[config.mk]
export PLATFORM = sky130hd
export DESIGN_NAME = jstk_spi_responder
export DESIGN_NICKNAME = d
export VERILOG_FILES = /design/src/rtl/jstk_spi_responder.sv
export SDC_FILE = /design/constraint.sdc
export NUM_CORES = 1
export LEC_CHECK = 0
export CAP_MARGIN = 30
export CORE_UTILIZATION = 56
export DETAILED_ROUTE_END_ITERATION = 7
export PLACE_DENSITY = 0.82
export SYNTH_ARGS = -nofsm -noshare
export SYNTH_HDL_FRONTEND = slang
export SYNTH_SLANG_ARGS = --single-unit
[constraint.sdc]
create_clock -name clk -period 1.85 [get_ports clk]
set_input_delay 0.185 -clock clk [delete_from_list [all_inputs] [get_ports clk]]
set_output_delay 0.185 -clock clk [all_outputs]
set_load 0.02 [all_outputs]
[src/rtl/jstk_spi_responder.sv]
// PmodJSTK joystick emulator: SPI mode-0 slave, oversampled in the system clock domain.
// Answers the 5-byte frame with X/Y/buttons and captures the master's LED command byte.
module jstk_spi_responder #(
  parameter int unsigned SYNC_STAGES = 2,
  parameter int unsigned FRAME_BITS  = 40
) (
  input  logic       clk,
  input  logic       rst,
  input  logic       ss,
  input  logic       sclk,
  input  logic       mosi,
  output logic       miso,
  output logic       miso_oe,
  input  logic [9:0] x_pos,
  input  logic [9:0] y_pos,
  input  logic [2:0] buttons,
  output logic [1:0] leds,
  output logic       frame_done,
  output logic       frame_err
);

  localparam logic [1:0] StArmedWait = 2'd0;
  localparam logic [1:0] StIdle      = 2'd1;
  localparam logic [1:0] StActive    = 2'd2;

  localparam int unsigned CntW = 6;
  localparam logic [CntW-1:0] CntFull = CntW'(FRAME_BITS);
  localparam logic [CntW-1:0] CntSat  = CntW'(FRAME_BITS + 1);

  logic [SYNC_STAGES-1:0] ss_sync_q, sclk_sync_q, mosi_sync_q;
  logic                   ss_prev_q, sclk_prev_q;
  logic                   ss_s, sclk_s, mosi_s;
  logic                   ss_fall, ss_rise, sclk_rise, sclk_fall;

  logic [1:0]            state_q, state_d;
  logic [CntW-1:0]       bit_cnt_q, bit_cnt_d;
  logic [FRAME_BITS-1:0] tx_q, tx_d;
  logic [FRAME_BITS-1:0] rx_q, rx_d;
  logic                  miso_q, miso_d;
  logic                  oe_q, oe_d;
  logic [1:0]            leds_q, leds_d;
  logic                  done_q, done_d;
  logic                  err_q, err_d;
  logic [FRAME_BITS-1:0] snap;
  logic                  unused_bits;

  // Synchronizers keep sampling through reset so the post-reset state sees the true SS level.
  always_ff @(posedge clk) begin
    ss_sync_q   <= {ss_sync_q[SYNC_STAGES-2:0], ss};
    sclk_sync_q <= {sclk_sync_q[SYNC_STAGES-2:0], sclk};
    mosi_sync_q <= {mosi_sync_q[SYNC_STAGES-2:0], mosi};
    ss_prev_q   <= ss_s;
    sclk_prev_q <= sclk_s;
  end

  assign ss_s      = ss_sync_q[SYNC_STAGES-1];
  assign sclk_s    = sclk_sync_q[SYNC_STAGES-1];
  assign mosi_s    = mosi_sync_q[SYNC_STAGES-1];
  assign ss_fall   = ss_prev_q & ~ss_s;
  assign ss_rise   = ~ss_prev_q & ss_s;
  assign sclk_rise = ~sclk_prev_q & sclk_s;
  assign sclk_fall = sclk_prev_q & ~sclk_s;

  assign snap = {x_pos[7:0], 6'b0, x_pos[9:8], y_pos[7:0], 6'b0, y_pos[9:8], 5'b0, buttons};

  always_comb begin
    state_d   = state_q;
    bit_cnt_d = bit_cnt_q;
    tx_d      = tx_q;
    rx_d      = rx_q;
    miso_d    = miso_q;
    oe_d      = oe_q;
    leds_d    = leds_q;
    done_d    = 1'b0;
    err_d     = 1'b0;

    // Byte 0 is the first byte received, so it sits at the top of rx once the frame is complete.
    if (done_q && rx_q[FRAME_BITS-1]) begin
      leds_d = rx_q[FRAME_BITS-7:FRAME_BITS-8];
    end

    case (state_q)
      StArmedWait: begin
        if (ss_rise) state_d = StIdle;
      end
      StIdle: begin
        if (ss_fall) begin
          tx_d      = snap;
          bit_cnt_d = '0;
          miso_d    = snap[FRAME_BITS-1];
          oe_d      = 1'b1;
          state_d   = StActive;
        end
      end
      StActive: begin
        if (ss_rise) begin
          miso_d  = 1'b0;
          oe_d    = 1'b0;
          state_d = StIdle;
          done_d  = (bit_cnt_q == CntFull);
          err_d   = (bit_cnt_q != CntFull);
        end else begin
          if (sclk_rise) begin
            rx_d = {rx_q[FRAME_BITS-2:0], mosi_s};
            if (bit_cnt_q != CntSat) bit_cnt_d = bit_cnt_q + CntW'(1);
          end
          // Zeros shift in behind the frame, so overrun bits read back as 0.
          if (sclk_fall) begin
            tx_d   = {tx_q[FRAME_BITS-2:0], 1'b0};
            miso_d = tx_q[FRAME_BITS-2];
          end
        end
      end
      default: state_d = StIdle;
    endcase
  end

  always_ff @(posedge clk) begin
    if (rst) begin
      state_q   <= ss_s ? StIdle : StArmedWait;
      bit_cnt_q <= '0;
      tx_q      <= '0;
      rx_q      <= '0;
      miso_q    <= 1'b0;
      oe_q      <= 1'b0;
      leds_q    <= 2'b00;
      done_q    <= 1'b0;
      err_q     <= 1'b0;
    end else begin
      state_q   <= state_d;
      bit_cnt_q <= bit_cnt_d;
      tx_q      <= tx_d;
      rx_q      <= rx_d;
      miso_q    <= miso_d;
      oe_q      <= oe_d;
      leds_q    <= leds_d;
      done_q    <= done_d;
      err_q     <= err_d;
    end
  end

  assign unused_bits = ^{rx_q, tx_q};

  assign miso       = miso_q;
  assign miso_oe    = oe_q;
  assign leds       = leds_q;
  assign frame_done = done_q;
  assign frame_err  = err_q;

endmodule

==> out/metrics.cfg <==
[critical_path]
cp.arrival_ns=1.93
reg2reg_to=tx_q[33]
crit_fanout=59
cpMaxStageDelayCell=edfxtp_1
worst_ep_required_time_ns=2.11
crit_chain=and4bb_2 -> a31o_2 -> buf_12 -> nor2_1 -> a311oi_1
critPathLaunch=state_q[1]
r2r_start=state_q[1]
ff2ff_path_depth=5
startpoint_type=flop
max_stage_delay_ns=0.47
cp-end-kind=flop
crit_type=reg -> reg
r2r_setup_slack_ns=0.18

[timing]
fmax_mhz=598
slew_headroom=0.674
finalMaxSlewViolations=0
min_period_ns=1.67
period_share=0.903
tightest_slew_ns=0.477
tns_ns=0
setup_viol=0
skew_ns=0.0152
rsz0062_at_grt=false
finalHoldViolCount=0
setup_slack_ns=0.179

[synth]
synth_ff_type=dfxtp_1
async_flop_share=0
ys_top_cells_by_area=dfxtp_1 (51%), nand2_1 (14%), a21oi_1 (8.6%), a311oi_1 (5.2%), nand3_1 (3.2%)
synth_top_area_frac=0.513
ys_top_cells_by_count=nand2_1 (148), dfxtp_1 (99), a21oi_1 (66)
synthCells=466
ys_warn_count=0
syn_nets=497
syn_area_per_cell_um2=8.29
synth-edff-count=2
synth.most_common_cell=nand2_1
ys_types=39
synth.cell_area_um2=3860
ys_ff_latch=101
yosysSeqAreaShare=0.529
synth_top_area_cell=dfxtp_1

[grt]
grt_pass1_wl_mm=12.4
grtUsageTotal=0.210
grt-ovfl-total=0
grt_max_degree=60
grt_pass1_vias=2929
antenna_found_initial=0

[floorplanning]
num_rows=29
fp.dieH_um=85.0
start_util=0.594
core_um2=6490
die_x_um=85.0
die_area_um2=7230
ios=34

[place]
dp_hpwl_mm=4.34
io_buffers=33
place.gp.congestion=0.843
dp_slack_ns=0.145
dp.cells=549

[route]
drc=0
vias=3159
vias_per_cell=5.55
drt_wl_total_mm=6.99
drt-initial-drc-count=187
wl_per_cell_um=12.3
ant_nets=0
dr.pass1.iters=6

[finish]
drive_gt1_frac=0.0691
area_growth_pct=15.1
final_cells=569
antenna_cells=0
finish.utilization=0.684
layout.nets=518

[hold_path]
hold_depth=1
min_to=ss_sync_q[0]
min_from=ss
hp-class=in -> reg

[clock_network]
clock_sinks=101
numCtsBuffers=9
cts_max_path_buffers=2
htreeDepth=3
cts_tree=built
ctsRootBufferMaster=clkbuf_8
clkTransAtPathRegs_ns=0.10
clkLatencyLatePin_ns=0.36

[pwr]
p_per_area_nw_per_um2=918
leakage_uw=0.00147
ir_worst_vdd_mv=0.556

[run]
cap_violations=0

[status]
status=finished, final reports clean

-- worst max path at each step --
stage,slack (ns),endpoint
floorplan,0.36,tx_q[22]
global placement,0.25,tx_q[9]
detailed placement,0.15,tx_q[33]
CTS,0.11,tx_q[33]
global route,0.1,bit_cnt_q[2]
finish,0.18,tx_q[33]
-- logic make-up (layout without fill, tap and decap cells) --
group                      Yosys count  in the layout  share of synthesized area
AOI/OAI and AO/OA                  103            103                      0.171
adders and majority gates            3              3                    0.00972
buffers and inverters               41             67                     0.0502
DFF                                101            101                      0.529
and+or+nand+nor                    218            218                      0.240
-- registers in the layout, indices dropped and copies added, names as in the netlist --
register     flops
rx_q            40
tx_q            39
bit_cnt_q        6
leds             2
mosi_sync_q      2
sclk_sync_q      2
ss_sync_q        2
state_q          2
frame_done       1
frame_err        1
miso             1
miso_oe          1
sclk_prev_q      1
ss_prev_q        1
-- placed cells by master, fill, tap and decap left out, drive strengths merged, types with 4 or more instances in the layout --
cell type      netlist  layout
a21oi               66      66
a311oi              23      23
buf                 16      13
clkbuf              19       9
clkdlybuf4s50        0      32
clkinv               0       4
dfxtp               99      99
inv                  6       9
nand2              148     148
nand2b               5       5
nand3               25      25
nor2                23      23
nor2b                6       6
-- through the flow --
stage | hold slack (ns) | total power (uW) | cell area [um^2]
2_1_floorplan | 0.213 | 2660 | 3860
3_3_place_gp | 0.311 | 2780 | 4220
3_5_place_dp | 0.315 | 2800 | 4220
4_1_cts | 0.240 | 4090 | 4410
5_1_grt | 0.255 | 4270 | 4440
6_report | 0.256 | 4080 | 4440
-- layout make-up --
type | count | area, um^2
Fill cell | 522 | 2050
Sequential cell | 101 | 2040
Multi-Input combinational cell | 324 | 1630
Timing Repair Buffer | 45 | 465
Clock buffer | 9 | 124
Tap cell | 77 | 96.3
Clock inverter | 7 | 67.6
Inverter | 6 | 22.5
-- power breakdown --
part	internal (uW)	total (uW)	switching, uW	leakage (uW)
combinational	196	460	264	0.000547
sequential	2260	2310	47.9	0.000824
clock	522	1310	792	0.0000989
-- repair_timing --
item	CTS	global route
gates resized for setup	0	0
setup buffers	0	4
hold buffers	0	0
endpoints found under the setup margin	0	1
-- layer usage --
metal  track usage  up-vias  part of all wire
met5             0        -                 0
met4        0.0894        0             0.014
met3        0.0496        7             0.039
met2         0.348       64              0.48
met1         0.262     1467              0.47
li1              -     1621                 -
-- critical path, delay by kind of cell, from the launching register on --
family	cells	cell delay [ns]
buffers and inverters	1	0.23
DFF	1	0.47
and+or+nand+nor	2	0.44
AOI/OAI and AO/OA	2	0.40
Note: power is estimated with default switching activity, not from simulation.
